$ cat src/rtl/move_line_parser.sv
// move_line_parser: decodes "L68\n"-style ASCII move lines into paced (direction, count) pulses.
module move_line_parser #(
    parameter int INPUT_WIDTH = 10,
    parameter int PACE_EXTRA  = 1,
    parameter int CNT_WIDTH   = 12
) (
    input  logic                   clk,
    input  logic                   rst,
    input  logic                   in_valid,
    input  logic [7:0]             in_data,
    input  logic                   in_last,
    output logic                   in_ready,
    output logic                   valid,
    output logic                   step_direction,
    output logic [INPUT_WIDTH-1:0] step_count,
    output logic                   busy,
    output logic                   err,
    output logic [CNT_WIDTH-1:0]   lines_out
);
    localparam logic [2:0] IDLE = 3'd0, DIGITS = 3'd1, SKIP = 3'd2, EMIT = 3'd3, PACE = 3'd4;
    localparam int AW = INPUT_WIDTH + 4;
    localparam int PW = INPUT_WIDTH + $clog2(PACE_EXTRA + 1) + 1;
    logic [2:0]             state;
    logic [INPUT_WIDTH-1:0] acc;
    logic                   dir;
    logic                   seen;
    logic [PW-1:0]          pace;
    logic                   take;
    logic                   is_digit;
    logic                   is_eol;
    logic                   is_dir;
    logic                   is_blank;
    logic [AW-1:0]          acc_next;
    logic                   overflow;
    assign take     = in_valid & in_ready;
    assign is_digit = (in_data >= "0") && (in_data <= "9");
    assign is_eol   = (in_data == 8'h0A) || (in_data == 8'h0D);
    assign is_dir   = (in_data == "L") || (in_data == "R");
    assign is_blank = is_eol || (in_data == " ");
    assign acc_next = AW'(acc) * AW'(10) + AW'(in_data[3:0]);
    assign overflow = |acc_next[AW-1:INPUT_WIDTH];
    assign in_ready = !rst && (state == IDLE || state == DIGITS || state == SKIP);
    assign valid    = state == EMIT;
    assign busy     = state != IDLE;
    always_ff @(posedge clk) begin
        if (rst) begin
            state          <= IDLE;
            acc            <= '0;
            dir            <= 1'b0;
            seen           <= 1'b0;
            pace           <= '0;
            step_direction <= 1'b0;
            step_count     <= '0;
            err            <= 1'b0;
            lines_out      <= '0;
        end else begin
            case (state)
                IDLE: if (take) begin
                    if (is_dir) begin
                        dir   <= in_data == "R";
                        acc   <= '0;
                        seen  <= 1'b0;
                        state <= in_last ? IDLE : DIGITS;
                    end else if (!is_blank) begin
                        err   <= 1'b1;
                        state <= in_last ? IDLE : SKIP;
                    end
                end
                DIGITS: if (take) begin
                    if (is_digit && overflow) begin
                        err   <= 1'b1;
                        state <= in_last ? IDLE : SKIP;
                    end else if (is_digit) begin
                        acc  <= acc_next[INPUT_WIDTH-1:0];
                        seen <= 1'b1;
                        // a digit carrying in_last closes the final line without a newline
                        if (in_last) begin
                            step_count     <= acc_next[INPUT_WIDTH-1:0];
                            step_direction <= dir;
                            state          <= EMIT;
                        end
                    end else if (is_eol && seen) begin
                        step_count     <= acc;
                        step_direction <= dir;
                        state          <= EMIT;
                    end else if (is_eol) begin
                        err   <= 1'b1;
                        state <= IDLE;
                    end else begin
                        err   <= 1'b1;
                        state <= in_last ? IDLE : SKIP;
                    end
                end
                SKIP: if (take && (in_data == 8'h0A || in_last)) state <= IDLE;
                EMIT: begin
                    lines_out <= lines_out + 1'b1;
                    pace      <= PW'(acc) + PW'(PACE_EXTRA);
                    state     <= (acc == '0 && PACE_EXTRA == 0) ? IDLE : PACE;
                end
                PACE: begin
                    pace  <= pace - 1'b1;
                    state <= (pace <= PW'(1)) ? IDLE : PACE;
                end
                default: state <= IDLE;
            endcase
        end
    end
endmodule

$ cat config.mk
export PLATFORM = sky130hd
export DESIGN_NAME = move_line_parser
export DESIGN_NICKNAME = d
export VERILOG_FILES = /design/src/rtl/move_line_parser.sv
export SDC_FILE = /design/constraint.sdc
export NUM_CORES = 1
export LEC_CHECK = 0
export CAP_MARGIN = 40
export CORE_ASPECT_RATIO = 1.75
export CORE_MARGIN = 2
export CORE_UTILIZATION = 50
export DETAILED_ROUTE_END_ITERATION = 10
export PLACE_DENSITY = 0.72
export SETUP_SLACK_MARGIN = 0.05
export SLEW_MARGIN = 40
export SYNTH_ARGS = -nofsm -noshare
export SYNTH_HDL_FRONTEND = slang
export SYNTH_SLANG_ARGS = --single-unit
$ cat constraint.sdc
create_clock -name clk -period 4.7 [get_ports clk]
set_input_delay 0.94 -clock clk [delete_from_list [all_inputs] [get_ports clk]]
set_output_delay 0.94 -clock clk [all_outputs]
set_load 0.005 [all_outputs]
==> results.toml <==
[run_status]
outcome = "finished clean"

[global_routing]
grt_pass1_wl_mm = 14.39
gr-usage-met2_pct = 43.80
use_met3_pct = 3.082
use_met1_pct = 27.11
grt_pass1_vias = 3099
antenna_found_initial = 0
overflow = 0
grt_max_degree = 53
top_usage_layer = "met2"
grt_use_total_pct = 24.29

[logic_synthesis]
yosys_warnings = 0
synthDistinctLibCells = 57
syn_avg_cell_area_um2 = 8.088
synth-edff-count = 0
synth_nets = 457
ys_seq_area_share_pct = 30.06
synthCells = 420
synth-seq-cells = 51
netlist_area_um2 = 3397
ys.flop_type = "dfxtp_1"
async_reset_ff_share_pct = 0

[worst_setup_path]
cp_common_cell = "ha_1"
crit_chain = "ha_1, ha_1, fa_1, a21o_1, a21oi_1, xor2_1, nor4b_2, mux2_2, and2_4, o31a_1, o32ai_1"
crit_path_start_kind = "flop"
worst-path-buf-inv = 0
crit_path_top_delay_cell = "dfxtp_1"
cp.required_ns = 4.90
cp_data_arrival_time_ns = 4.07
critPathCaptureType = "flop"
cp_max_fo = 11
cpPeakStageDelay_ns = 0.52
path_class = "flop to flop"
crit_family = "compound AO/OA/AOI/OAI gates"

[placement]
hpwl_mm = 6.551
dp_slack_ns = 0.6189
numPortBuffers = 38
place.gp.congestion = 0.8214

[sta]
tns_ns = 0
worst-slew-pin-transition_ns = 0.7285
rsz0062_at_grt = "no"
slew_viol_final = 0
fmaxAchievable_mhz = 258.7
finalSetupViolCount = 0
timing.slew.headroom_pct = 51.40
finalCritPeriodShare_pct = 82.24
skew_ns = 0.004473
fin_ws_ns = 0.8349
final_hold_viol_count = 0
period_needed_ns = 3.865

[min_path]
hp-class = "flop to flop"

[job]
drv_cap = 0

[final_layout]
diodes = 0
syn_to_final_growth_pct = 17.83
regArea_um2 = 1021
multi_input_area_um2 = 2228
layout_commonest_cell = "nor2_1"
num-fill-cells = 597
fin_nets = 488
mostFrequentLayoutCells = "53 x nor2_1, 51 x dfxtp_1, 37 x clkdlybuf4s50_1"
drive_gt1_share_pct = 6.858

[clock_tree]
clk-insertion-delay-late_ns = 0.29
cts-root-buf = "clkbuf_16"
cts_setup_buffers = 0
tritoncts = "built"
htreeDepth = 2
post_cts_resize_count = 0
cts.reportedPaths.clkPinSlew_ns = 0.07
cts_sinks = 51
numCtsBuffers = 5
hold_buffers = 0
cts_max_path_buffers = 2

[pwr]
ir_worst_vdd_uv = 206.0
p_leak_uw = 0.001490
powerDensity_nw_per_um2 = 230.6

[routing]
drt-pass1-iter-count = 4
antenna_left = 0
wl_per_cell_um = 16.07
drcViolationCount = 0
num_vias = 3200
post_drt_via_cell_ratio = 5.993
wl_mm = 8.579
drt_iter0_markers = 265

[floorplan]
start_util_pct = 51.95
die_w_um = 66.31
io_pins = 39
dieHeight_um = 113.0
rows = 39
die_area_um2 = 7496
core_um2 = 6539
==> path summary, 6_finish.rpt <==
path | from | to | slack, ns | cells past startpoint
worst min-delay path | step_count[5]$_SDFFE_PP0P_ | step_count[5]$_SDFFE_PP0P_ | 0.47 | 2
worst max register to register | acc[1]$_SDFFE_PP0P_ | acc[9]$_SDFFE_PP0P_ | 0.83 | 11
worst max-delay path | acc[1]$_SDFFE_PP0P_ | acc[9]$_SDFFE_PP0P_ | 0.83 | 11
worst min register to register | step_count[5]$_SDFFE_PP0P_ | step_count[5]$_SDFFE_PP0P_ | 0.47 | 2
==> final cells by class <==
| class | instances | area share, % |
|---|---|---|
| flip-flops and latches | 51 | 25.51 |
| clock buffers | 6 | 3.470 |
| repair buffers | 41 | 9.941 |
| inverters | 20 | 1.876 |
| multi-input cells | 332 | 55.67 |
| clock inverters | 2 | 0.9691 |
| well taps | 82 | 2.563 |
==> tightest hold or removal path, cell delays in order (launching register included) <==
cell	delay [ns]
dfxtp_1	0.31
o21ai_0	0.06
a21oi_1	0.06
==> sequential cells by signal, indices dropped and copies added (netlist names) <==
register / cells
err: 1
lines_out: 12
step_direction: 1
state: 3
seen: 1
step_count: 10
acc: 10
dir: 1
pace: 12
==> metal layers <==
metal / share of wire (%) / routed length, um
met1: 39 / 3356
met4: 3.9 / 332
met3: 2.6 / 220
met2: 54 / 4670
met5: 0 / 0
==> per-stage QoR <==
| step | instance area, um^2 | utilization, % | total power, uW | hold slack (ns) | cells |
|---|---|---|---|---|---|
| 3_3_place_gp | 3825 | 58.50 | 494.7 | 0.4631 | 526 |
| 2_1_floorplan | 3397 | - | 471.9 | 0.4431 | 420 |
| 6_report | 4003 | 61.21 | 923.0 | 0.4749 | 534 |
| 3_5_place_dp | 3825 | 58.50 | 495.2 | 0.4673 | 526 |
| 4_1_cts | 4003 | 61.21 | 922.8 | 0.4787 | 534 |
| 5_1_grt | 4003 | 61.21 | 947.0 | 0.4897 | 534 |
==> Yosys cell counts (all sizes together) (5+ instances only) <==
| cell type | n | share of area, % |
|---|---|---|
| a21o | 5 | 1.1 |
| a211oi | 7 | 1.5 |
| a31oi | 5 | 0.92 |
| clkbuf | 14 | 1.5 |
| xor2 | 12 | 3.1 |
| a21oi | 35 | 5.2 |
| inv | 19 | 2.1 |
| dfxtp | 51 | 30 |
| nor3 | 14 | 2.1 |
| nand4 | 9 | 1.7 |
| or3 | 6 | 1.1 |
| nor2 | 53 | 5.9 |
| nand3 | 19 | 2.9 |
| ha | 23 | 8.5 |
| o32ai | 12 | 5.1 |
| nand2 | 32 | 3.5 |
| o21ai | 22 | 3.4 |
| xnor2 | 16 | 4.1 |
| mux2i | 6 | 1.8 |
| and2 | 5 | 0.99 |
==> power by group <==
part	switching (uW)	leakage (uW)	internal (uW)
Combinational	29.4	0.000991	21.0
Sequential	1.98	0.000411	433
Clock	169	0.0000875	268
==> cell families (layout without fill, tap and decap cells) <==
family                     Yosys count  count (layout)  share of synthesized area, %
xor gates and xnor gates            28              28                         7.219
and+or+nand+nor                    161             161                         23.24
DFF                                 51              51                         30.06
adders and majority gates           25              25                         9.650
buffers and inverters               37              69                         4.346
AOI/OAI and AO/OA                  111             111                         23.39
muxes                                7               7                         2.099
(Power assumes the default switching activity.)
